===== config.mk =====
export PLATFORM = sky130hd
export DESIGN_NAME = mem_arbiter_flat
export DESIGN_NICKNAME = d
export VERILOG_FILES = /design/src/rtl/mem_arbiter_if.sv /design/src/rtl/mem_arbiter.sv /design/src/flat_wrapper.sv
export SDC_FILE = /design/constraint.sdc
export NUM_CORES = 1
export LEC_CHECK = 0
export ABC_AREA = 1
export CORE_ASPECT_RATIO = 0.6
export CORE_MARGIN = 5
export CORE_UTILIZATION = 49
export DETAILED_ROUTE_END_ITERATION = 8
export GPL_TIMING_DRIVEN = 0
export PLACE_DENSITY = 0.83
export SYNTH_ARGS = -nofsm -noshare
export SYNTH_HDL_FRONTEND = slang
export SYNTH_SLANG_ARGS = --single-unit

===== constraint.sdc =====
create_clock -name clock -period 5.9 [get_ports clock]
set_clock_uncertainty 0.2 [all_clocks]
set_input_delay 1.18 -clock clock [delete_from_list [all_inputs] [get_ports clock]]
set_output_delay 1.18 -clock clock [all_outputs]
set_load 0.01 [all_outputs]

===== src/rtl/mem_arbiter_if.sv =====
// Request/response bundle between the fetch/load-store ports, the shared memory
// port and the arbiter. The arbiter connects through the slave modport.
`timescale 1ns/1ps
interface mem_arbiter_if;
  logic        ifu_reqValid;
  logic [31:0] ifu_addr;
  logic        ifu_respValid;
  logic [31:0] ifu_rdata;

  logic        lsu_reqValid;
  logic [31:0] lsu_addr;
  logic [1:0]  lsu_size;
  logic        lsu_wen;
  logic [31:0] lsu_wdata;
  logic [3:0]  lsu_wmask;
  logic        lsu_respValid;
  logic [31:0] lsu_rdata;

  logic        mem_reqValid;
  logic [31:0] mem_addr;
  logic [1:0]  mem_size;
  logic        mem_wen;
  logic [31:0] mem_wdata;
  logic [3:0]  mem_wmask;
  logic        mem_respValid;
  logic [31:0] mem_rdata;

  logic        bus_err;

  modport slave (
    input  ifu_reqValid, ifu_addr,
    output ifu_respValid, ifu_rdata,
    input  lsu_reqValid, lsu_addr, lsu_size, lsu_wen, lsu_wdata, lsu_wmask,
    output lsu_respValid, lsu_rdata,
    output mem_reqValid, mem_addr, mem_size, mem_wen, mem_wdata, mem_wmask,
    input  mem_respValid, mem_rdata,
    output bus_err
  );

  modport master (
    output ifu_reqValid, ifu_addr,
    input  ifu_respValid, ifu_rdata,
    output lsu_reqValid, lsu_addr, lsu_size, lsu_wen, lsu_wdata, lsu_wmask,
    input  lsu_respValid, lsu_rdata,
    input  mem_reqValid, mem_addr, mem_size, mem_wen, mem_wdata, mem_wmask,
    output mem_respValid, mem_rdata,
    input  bus_err
  );
endinterface


===== src/rtl/mem_arbiter.sv =====
// Round-robin arbiter of fetch and load/store requests onto one memory port,
// one outstanding transaction at a time, with a per-transaction timeout.
`timescale 1ns/1ps
module mem_arbiter #(
  parameter int unsigned TIMEOUT  = 255,
  parameter logic [31:0] ERR_DATA = 32'hDEAD_BEEF
) (
  input logic          clock,
  input logic          reset,
  mem_arbiter_if.slave bus
);

  typedef enum logic [1:0] {IDLE, WAIT, RESP} state_t;

  localparam logic [15:0] CNT_LAST = 16'(TIMEOUT - 1);

  state_t      state;
  logic [15:0] cnt;
  logic        ifu_pend, lsu_pend;
  logic        last_lsu, gnt_lsu;

  logic [31:0] ifu_addr_q, lsu_addr_q, lsu_wdata_q;
  logic [1:0]  lsu_size_q;
  logic        lsu_wen_q;
  logic [3:0]  lsu_wmask_q;

  logic        mem_req_r, mem_wen_r, ifu_resp_r, lsu_resp_r, bus_err_r;
  logic [31:0] mem_addr_r, mem_wdata_r, ifu_rdata_r, lsu_rdata_r;
  logic [1:0]  mem_size_r;
  logic [3:0]  mem_wmask_r;

  logic        ifu_req, lsu_req, grant, pick_lsu, wait_done;
  logic [31:0] ifu_addr_sel, lsu_addr_sel, lsu_wdata_sel, rsp_data;
  logic [1:0]  lsu_size_sel;
  logic        lsu_wen_sel;
  logic [3:0]  lsu_wmask_sel;

  // A pulse arriving in an arbitration cycle competes directly with its live fields.
  assign ifu_req  = ifu_pend | bus.ifu_reqValid;
  assign lsu_req  = lsu_pend | bus.lsu_reqValid;
  assign grant    = (state != WAIT) && (ifu_req || lsu_req);
  assign pick_lsu = lsu_req && (!ifu_req || !last_lsu);

  assign ifu_addr_sel  = ifu_pend ? ifu_addr_q  : bus.ifu_addr;
  assign lsu_addr_sel  = lsu_pend ? lsu_addr_q  : bus.lsu_addr;
  assign lsu_size_sel  = lsu_pend ? lsu_size_q  : bus.lsu_size;
  assign lsu_wen_sel   = lsu_pend ? lsu_wen_q   : bus.lsu_wen;
  assign lsu_wdata_sel = lsu_pend ? lsu_wdata_q : bus.lsu_wdata;
  assign lsu_wmask_sel = lsu_pend ? lsu_wmask_q : bus.lsu_wmask;

  assign wait_done = bus.mem_respValid || (cnt == CNT_LAST);
  assign rsp_data  = bus.mem_respValid ? bus.mem_rdata : ERR_DATA;

  // Request fields only load while their side is free, so duplicates never disturb them.
  always_ff @(posedge clock) begin
    if (bus.ifu_reqValid && !ifu_pend) begin
      ifu_addr_q <= bus.ifu_addr;
    end
    if (bus.lsu_reqValid && !lsu_pend) begin
      lsu_addr_q  <= bus.lsu_addr;
      lsu_size_q  <= bus.lsu_size;
      lsu_wen_q   <= bus.lsu_wen;
      lsu_wdata_q <= bus.lsu_wdata;
      lsu_wmask_q <= bus.lsu_wmask;
    end
  end

  always_ff @(posedge clock or negedge reset) begin
    if (!reset) begin
      state       <= IDLE;
      cnt         <= '0;
      ifu_pend    <= 1'b0;
      lsu_pend    <= 1'b0;
      last_lsu    <= 1'b0;
      gnt_lsu     <= 1'b0;
      mem_req_r   <= 1'b0;
      mem_addr_r  <= '0;
      mem_size_r  <= '0;
      mem_wen_r   <= 1'b0;
      mem_wdata_r <= '0;
      mem_wmask_r <= '0;
      ifu_resp_r  <= 1'b0;
      ifu_rdata_r <= '0;
      lsu_resp_r  <= 1'b0;
      lsu_rdata_r <= '0;
      bus_err_r   <= 1'b0;
    end else begin
      mem_req_r  <= 1'b0;
      ifu_resp_r <= 1'b0;
      lsu_resp_r <= 1'b0;

      if (grant && !pick_lsu)    ifu_pend <= 1'b0;
      else if (bus.ifu_reqValid) ifu_pend <= 1'b1;
      if (grant && pick_lsu)     lsu_pend <= 1'b0;
      else if (bus.lsu_reqValid) lsu_pend <= 1'b1;

      case (state)
        IDLE, RESP: begin
          if (grant) begin
            state     <= WAIT;
            cnt       <= '0;
            mem_req_r <= 1'b1;
            last_lsu  <= pick_lsu;
            gnt_lsu   <= pick_lsu;
            if (pick_lsu) begin
              mem_addr_r  <= lsu_addr_sel;
              mem_size_r  <= lsu_size_sel;
              mem_wen_r   <= lsu_wen_sel;
              mem_wdata_r <= lsu_wdata_sel;
              mem_wmask_r <= lsu_wmask_sel;
            end else begin
              mem_addr_r  <= ifu_addr_sel;
              mem_size_r  <= 2'd2;
              mem_wen_r   <= 1'b0;
              mem_wdata_r <= '0;
              mem_wmask_r <= '0;
            end
          end else begin
            state <= IDLE;
          end
        end
        WAIT: begin
          if (wait_done) begin
            state <= RESP;
            if (!bus.mem_respValid) bus_err_r <= 1'b1;
            if (gnt_lsu) begin
              lsu_resp_r  <= 1'b1;
              lsu_rdata_r <= rsp_data;
            end else begin
              ifu_resp_r  <= 1'b1;
              ifu_rdata_r <= rsp_data;
            end
          end else begin
            cnt <= cnt + 16'd1;
          end
        end
        default: state <= IDLE;
      endcase
    end
  end

  assign bus.mem_reqValid  = mem_req_r;
  assign bus.mem_addr      = mem_addr_r;
  assign bus.mem_size      = mem_size_r;
  assign bus.mem_wen       = mem_wen_r;
  assign bus.mem_wdata     = mem_wdata_r;
  assign bus.mem_wmask     = mem_wmask_r;
  assign bus.ifu_respValid = ifu_resp_r;
  assign bus.ifu_rdata     = ifu_rdata_r;
  assign bus.lsu_respValid = lsu_resp_r;
  assign bus.lsu_rdata     = lsu_rdata_r;
  assign bus.bus_err       = bus_err_r;

endmodule

===== src/flat_wrapper.sv =====
// flat-port wrapper written by rule: the top's interface ports become plain ports
module mem_arbiter_flat 
#(
  parameter int unsigned TIMEOUT  = 255,
  parameter logic [31:0] ERR_DATA = 32'hDEAD_BEEF
)
  (clock, reset, bus_ifu_reqValid, bus_ifu_addr, bus_ifu_respValid, bus_ifu_rdata, bus_lsu_reqValid, bus_lsu_addr, bus_lsu_size, bus_lsu_wen, bus_lsu_wdata, bus_lsu_wmask, bus_lsu_respValid, bus_lsu_rdata, bus_mem_reqValid, bus_mem_addr, bus_mem_size, bus_mem_wen, bus_mem_wdata, bus_mem_wmask, bus_mem_respValid, bus_mem_rdata, bus_bus_err);
  mem_arbiter_if bus_i ();
  input logic clock;
  input logic reset;
  input wire logic [$bits(bus_i.ifu_reqValid)-1:0] bus_ifu_reqValid;
  input wire logic [$bits(bus_i.ifu_addr)-1:0] bus_ifu_addr;
  output wire logic [$bits(bus_i.ifu_respValid)-1:0] bus_ifu_respValid;
  output wire logic [$bits(bus_i.ifu_rdata)-1:0] bus_ifu_rdata;
  input wire logic [$bits(bus_i.lsu_reqValid)-1:0] bus_lsu_reqValid;
  input wire logic [$bits(bus_i.lsu_addr)-1:0] bus_lsu_addr;
  input wire logic [$bits(bus_i.lsu_size)-1:0] bus_lsu_size;
  input wire logic [$bits(bus_i.lsu_wen)-1:0] bus_lsu_wen;
  input wire logic [$bits(bus_i.lsu_wdata)-1:0] bus_lsu_wdata;
  input wire logic [$bits(bus_i.lsu_wmask)-1:0] bus_lsu_wmask;
  output wire logic [$bits(bus_i.lsu_respValid)-1:0] bus_lsu_respValid;
  output wire logic [$bits(bus_i.lsu_rdata)-1:0] bus_lsu_rdata;
  output wire logic [$bits(bus_i.mem_reqValid)-1:0] bus_mem_reqValid;
  output wire logic [$bits(bus_i.mem_addr)-1:0] bus_mem_addr;
  output wire logic [$bits(bus_i.mem_size)-1:0] bus_mem_size;
  output wire logic [$bits(bus_i.mem_wen)-1:0] bus_mem_wen;
  output wire logic [$bits(bus_i.mem_wdata)-1:0] bus_mem_wdata;
  output wire logic [$bits(bus_i.mem_wmask)-1:0] bus_mem_wmask;
  input wire logic [$bits(bus_i.mem_respValid)-1:0] bus_mem_respValid;
  input wire logic [$bits(bus_i.mem_rdata)-1:0] bus_mem_rdata;
  output wire logic [$bits(bus_i.bus_err)-1:0] bus_bus_err;
  assign bus_i.ifu_reqValid = bus_ifu_reqValid;
  assign bus_i.ifu_addr = bus_ifu_addr;
  assign bus_ifu_respValid = bus_i.ifu_respValid;
  assign bus_ifu_rdata = bus_i.ifu_rdata;
  assign bus_i.lsu_reqValid = bus_lsu_reqValid;
  assign bus_i.lsu_addr = bus_lsu_addr;
  assign bus_i.lsu_size = bus_lsu_size;
  assign bus_i.lsu_wen = bus_lsu_wen;
  assign bus_i.lsu_wdata = bus_lsu_wdata;
  assign bus_i.lsu_wmask = bus_lsu_wmask;
  assign bus_lsu_respValid = bus_i.lsu_respValid;
  assign bus_lsu_rdata = bus_i.lsu_rdata;
  assign bus_mem_reqValid = bus_i.mem_reqValid;
  assign bus_mem_addr = bus_i.mem_addr;
  assign bus_mem_size = bus_i.mem_size;
  assign bus_mem_wen = bus_i.mem_wen;
  assign bus_mem_wdata = bus_i.mem_wdata;
  assign bus_mem_wmask = bus_i.mem_wmask;
  assign bus_i.mem_respValid = bus_mem_respValid;
  assign bus_i.mem_rdata = bus_mem_rdata;
  assign bus_bus_err = bus_i.bus_err;
  mem_arbiter #(.TIMEOUT(TIMEOUT), .ERR_DATA(ERR_DATA)) u_core (.clock(clock), .reset(reset), .bus(bus_i));
endmodule

**Word level (Yosys, flattened, before mapping)**

Index checks and enable logic that the tools add are counted.

- Register bits: 263
- Input bits: 140
- Output and inout port bits: 139
- Logic and storage cells: 88

- $add $sub $neg: 1
- Equality and inequality tests: 7
- Muxes and demuxes: 30
- Bitwise gates (word level): 4
- Reductions and logical operators: 24

Operator list:

| kind | number |
|---|---|
| 2-to-1 mux 32 bit | 6 |
| 2-to-1 mux 16 bit | 2 |
| case mux 16 bit (2 select lines) | 1 |
| adder 16 x 1 -> 16 bit, second input constant | 1 |
| == test 16 x 8 -> 1 bit, second input constant | 1 |
| 2-to-1 mux 1 bit | 15 |
| AND reduction 3 bit | 4 |
| 2-to-1 mux 4 bit | 2 |
| logical AND 1 bit | 6 |
| 2-to-1 mux 2 bit | 3 |
| inequality test 2 x 1 -> 1 bit, second input constant | 3 |
| nonzero test 2 bit | 3 |
| logical NOT 1 bit | 5 |
| case mux 2 bit (2 select lines) | 1 |
| logical OR 1 bit | 3 |
| == test 2 x 1 -> 1 bit, second input constant | 1 |
| == test 2 bit, second input constant | 1 |
| logical NOT 2 bit | 1 |
| inequality test 2 bit, second input constant | 1 |
| inverter 1 bit | 2 |
| OR 1 bit | 2 |
| AND reduction 2 bit | 1 |
| OR reduction 2 bit | 1 |

**Depth between registers and ports, before layout**

- Depth after elaboration: 7
- Mapped depth: 11
- Depth with buffers taken out: 10

**Least setup slack after synthesis**

No wires, ideal clock.

- Path kind: input port to flip-flop
- Start point: in bus_lsu_reqValid
- End point: reg u_core.lsu_addr_q[0], enable pin
- Library setup time: 502 ps
- Data arrival time: 4,196 ps
- Data required time: 5,198 ps
- Path slack: 1,002 ps
- Cell stages on the path: 2
- Cells stage by stage: inv_1 -> nor2_1

- Cells in the longest elaborated chain, start to end: 1

Ends and longest elaborated chain:

| element | line | RTL |
|---|---|---|
| from (decl) | flat_wrapper.sv:15 | `input wire logic [$bits(bus_i.lsu_reqValid)-1:0] bus_lsu_reqValid;` |
| logical AND 1 bit | mem_arbiter.sv:59 | `if (bus.lsu_reqValid && !lsu_pend) begin` |
| to (signal assigned) | mem_arbiter.sv:60 | `lsu_addr_q <= bus.lsu_addr;` |
| to (decl) | mem_arbiter.sv:22 | `logic [31:0] ifu_addr_q, lsu_addr_q, lsu_wdata_q;` |

No other way between the ends.
A chain may end at the register's enable or synchronous reset.

**Worst setup path in the final report**

- Start point: reg u_core.mem_wdata_r[5], in the netlist u_core.bus.mem_wdata[5]
- End point: out bus_mem_wdata[5]

RTL lines:

| element | line | RTL |
|---|---|---|
| from (decl) | mem_arbiter.sv:28 | `logic [31:0] mem_addr_r, mem_wdata_r, ifu_rdata_r, lsu_rdata_r;` |
| from (signal assigned) | mem_arbiter.sv:109 | `mem_wdata_r <= lsu_wdata_sel;` |
| to (decl) | flat_wrapper.sv:27 | `output wire logic [$bits(bus_i.mem_wdata)-1:0] bus_mem_wdata;` |

No word-level cell between the ends.

==> flow_summary_export.csv <==
group,metric,value,unit
finish,n_fill_cell,1688,
cts,cts_buffers,25,
timing,setup_viol,0,
setup_path,crit_path_end_kind,"output pin",
setup_path,cp.required,4.52,ns
floorplan,core,22200,µm²
setup_path,critical_path_class,"register to output pin",
grt,grt_first_pass_wirelength,50500,µm
floorplan,die_x,205,µm
power_and_ir_drop,ir_worst_vdd,0.000271,V
cts,holdBufCountCts,0,
setup_path,crit_chain,"clkdlybuf4s50_1",
hold_path,hold_class,"register to register",
grt,overflow,0,
power_and_ir_drop,p_leak,6.46,nW
setup_path,cp_num_buf_inv,1,
placement,hpwl,23400,µm
finish,area_growth,36.7,%
cts,clk_latency,0.53,ns
floorplan,rows,42,
power_and_ir_drop,p_total,7.76,mW
cts,cts.sinks,263,
routing,routedWlPerCell,19.6,µm
grt,grt_pass1_vias,8998,
yosys,ys_top_cells_by_area,"dfrtp_1 (36%), edfxtp_1 (28%), nand2_1 (7.7%)",
timing,post-route-period-util,0.489,
setup_path,cpPeakStageDelay,0.58,ns
job,maxCapViolCount,0,
routing,antenna_left,0,
timing,min_period,2.89,ns
routing,first_iter_violations,626,
finish,drive_gt1_frac,0.137,
setup_path,worst_r2r_path_depth,4,
finish,utilization,0.687,
yosys,yosysWarnings,0,
routing,finalWirelength,32500,µm
yosys,synthDistinctLibCells,31,
setup_path,crit_path_end,"bus_mem_wdata[5]",
routing,post-route-drc-count,0,
finish,fin_nets,1474,
yosys,synth-seq-cells,263,
yosys,synth_nets,1166,
routing,routed_via_density,5.26,
timing,slew_headroom,0.539,
grt,antenna_found_initial,3,
setup_path,path_depth,1,
setup_path,cp-start-kind,"register",
cts,post_cts_buffers,0,
yosys,synth-seq-area-share,0.636,
setup_path,crit_path_max_fanout,2,
setup_path,crit_family,"buffers and inverters",
cts,cts_tree,"yes",
timing,drv_slew,0,
finish,antenna_cells,0,
status,status,"complete, no violations",
timing,hold_viol,0,
setup_path,rr_startpoint,"u_core.lsu_pend",
setup_path,cpMaxStageDelayCell,"clkdlybuf4s50_1",
cts,cts-root-buf,"clkbuf_16",
timing,rsz0062_at_grt,"no",
setup_path,worstPathArrival,1.51,ns
timing,worst_slew_pin_slew,0.690,ns
yosys,yosys.area.top_type_share,0.359,
setup_path,crit_start,"u_core.bus.mem_wdata[5]",
grt,grt_usage,0.245,
floorplan,io_pins,279,
cts,clk_path_buf_depth,3,
cts,cts_resized,0,
placement,port_buffers,277,
yosys,syn-cell-area,11200,µm²
power_and_ir_drop,cellPowerDensity,508,nW/µm²
cts,ctsHtreeMaxLevel,1,
timing,max_freq,346,MHz
yosys,synthCells,1024,
floorplan,die-area,26000,µm²
floorplan,dieHeight,127,µm
finish,seqCellArea,7100,µm²
setup_path,regToRegEndpoint,"u_core.lsu_addr_q[16]",
yosys,syn_area_per_cell,10.9,µm²
cts,clk_pin_slew,0.07,ns
routing,num_vias,8731,
routing,drt_pass1_iterations,5,
grt,grt_max_degree,98,
placement,place.gp.congestion,0.879,
floorplan,start_util,0.502,
yosys,synth_top_cell_by_area,"dfrtp_1",
setup_path,regToRegSetupSlack,3.57,ns
finish,multi_input_area,3630,µm²
state kept, by name (all words and copies together) (netlist names), 4 cells and up:
register	flops
u_core.bus.ifu_rdata	32
u_core.bus.lsu_rdata	32
u_core.bus.mem_addr	32
u_core.bus.mem_wdata	32
u_core.ifu_addr_q	32
u_core.lsu_addr_q	32
u_core.lsu_wdata_q	32
u_core.cnt	16
u_core.bus.mem_wmask	4
u_core.lsu_wmask_q	4
metrics by stage:
step,TNS [ns],cells,setup WS (ns),area (µm²),hold slack (ns)
finish,0,1659,3.01,15300,0.279
global route,0,1659,2.96,15300,0.303
CTS,0,1659,2.99,15300,0.282
detailed placement,0,1613,2.68,14400,0.266
global placement,-632.34,1609,-3.39,14300,0.262
floorplan,0,1024,1.00,11200,0.293
synth_stat cells, drive strengths merged:
master	n
a21oi	4
a41oi	1
buf	39
clkbuf	15
clkinv	1
dfrtp	160
edfxtp	103
ha	2
inv	28
mux2i	70
nand2	271
nand3	43
nand4	3
nor2	126
nor3	4
nor3b	1
o21ai	147
o21bai	1
or2	1
xor2	4
layer usage:
layer | part of all wire | track usage | up-vias
met5 | 0.00065 | 0 | -
met4 | 0.015 | 0.0425 | 4
met3 | 0.092 | 0.0638 | 46
met2 | 0.45 | 0.382 | 367
met1 | 0.44 | 0.356 | 4261
li1 | - | - | 4053
cell usage in the layout, fill, tap and decap left out, types with 3 or more instances in the layout:
master	n
o21ai_0	63
nand3_1	41
clkbuf_16	26
buf_2	22
a21oi_1	3
clkinv_2	3
o21ai_1	38
o21ai_2	46
nor3_1	4
inv_2	6
nand4_1	3
nand2_1	230
nor2_2	4
xor2_1	4
buf_6	14
nand2_2	41
mux2i_1	70
dfrtp_1	160
inv_1	22
edfxtp_1	103
buf_16	3
clkdlybuf4s50_1	276
clkbuf_8	6
clkbuf_1	24
nor2_1	117
nor2_4	5
worst min-delay path by stage:
| stage | start | end | slack [ns] | cells past startpoint |
|---|---|---|---|---|
| after floorplan | u_core.cnt[1] | u_core.cnt[1] | 0.29 | 2 |
| after global placement | u_core.bus.mem_addr[18] | u_core.bus.mem_addr[18] | 0.26 | 2 |
| after CTS | u_core.bus.mem_addr[1] | u_core.bus.mem_addr[1] | 0.28 | 2 |
| after global routing | u_core.bus.ifu_rdata[14] | u_core.bus.ifu_rdata[14] | 0.30 | 2 |
| final | u_core.bus.mem_addr[26] | u_core.bus.mem_addr[26] | 0.28 | 2 |
| after detailed placement | u_core.bus.mem_addr[1] | u_core.bus.mem_addr[1] | 0.27 | 2 |
report_power, final:
group | internal, mW | total, mW | switching (mW)
Combinational | 1.50 | 3.30 | 1.79
Sequential | 2.52 | 2.85 | 0.323
Clock | 0.932 | 1.61 | 0.681
Total | 4.96 | 7.76 | 2.80
cell families (layout without fill, tap and decap cells):
family | Yosys count | in the layout | synth area share
AND/OR/NAND/NOR | 449 | 449 | 0.170
flip-flops | 263 | 263 | 0.636
AO/OA/AOI/OAI | 153 | 153 | 0.0856
buffers and inverters | 83 | 410 | 0.0401
multiplexers | 70 | 70 | 0.0628
XOR/XNOR | 4 | 4 | 0.00314
adder cells (fa/ha/maj) | 2 | 2 | 0.00224
worst reg2reg max path: stages, from the launching register on:
cell	delay (ns)
dfrtp_1	0.38
buf_2	0.22
buf_2	0.28
nor2_4	0.61
buf_12	0.30
final cells by class:
type                            instances  share of cell area
Timing Repair Buffer                  281               0.189
Clock inverter                          5             0.00352
Inverter                               29             0.00713
Buffer                                 54              0.0222
Tap cell                              308              0.0252
Multi-Input combinational cell        678               0.238
Sequential cell                       263               0.465
Clock buffer                           41              0.0502
Note: power is estimated with default switching activity, not from simulation.
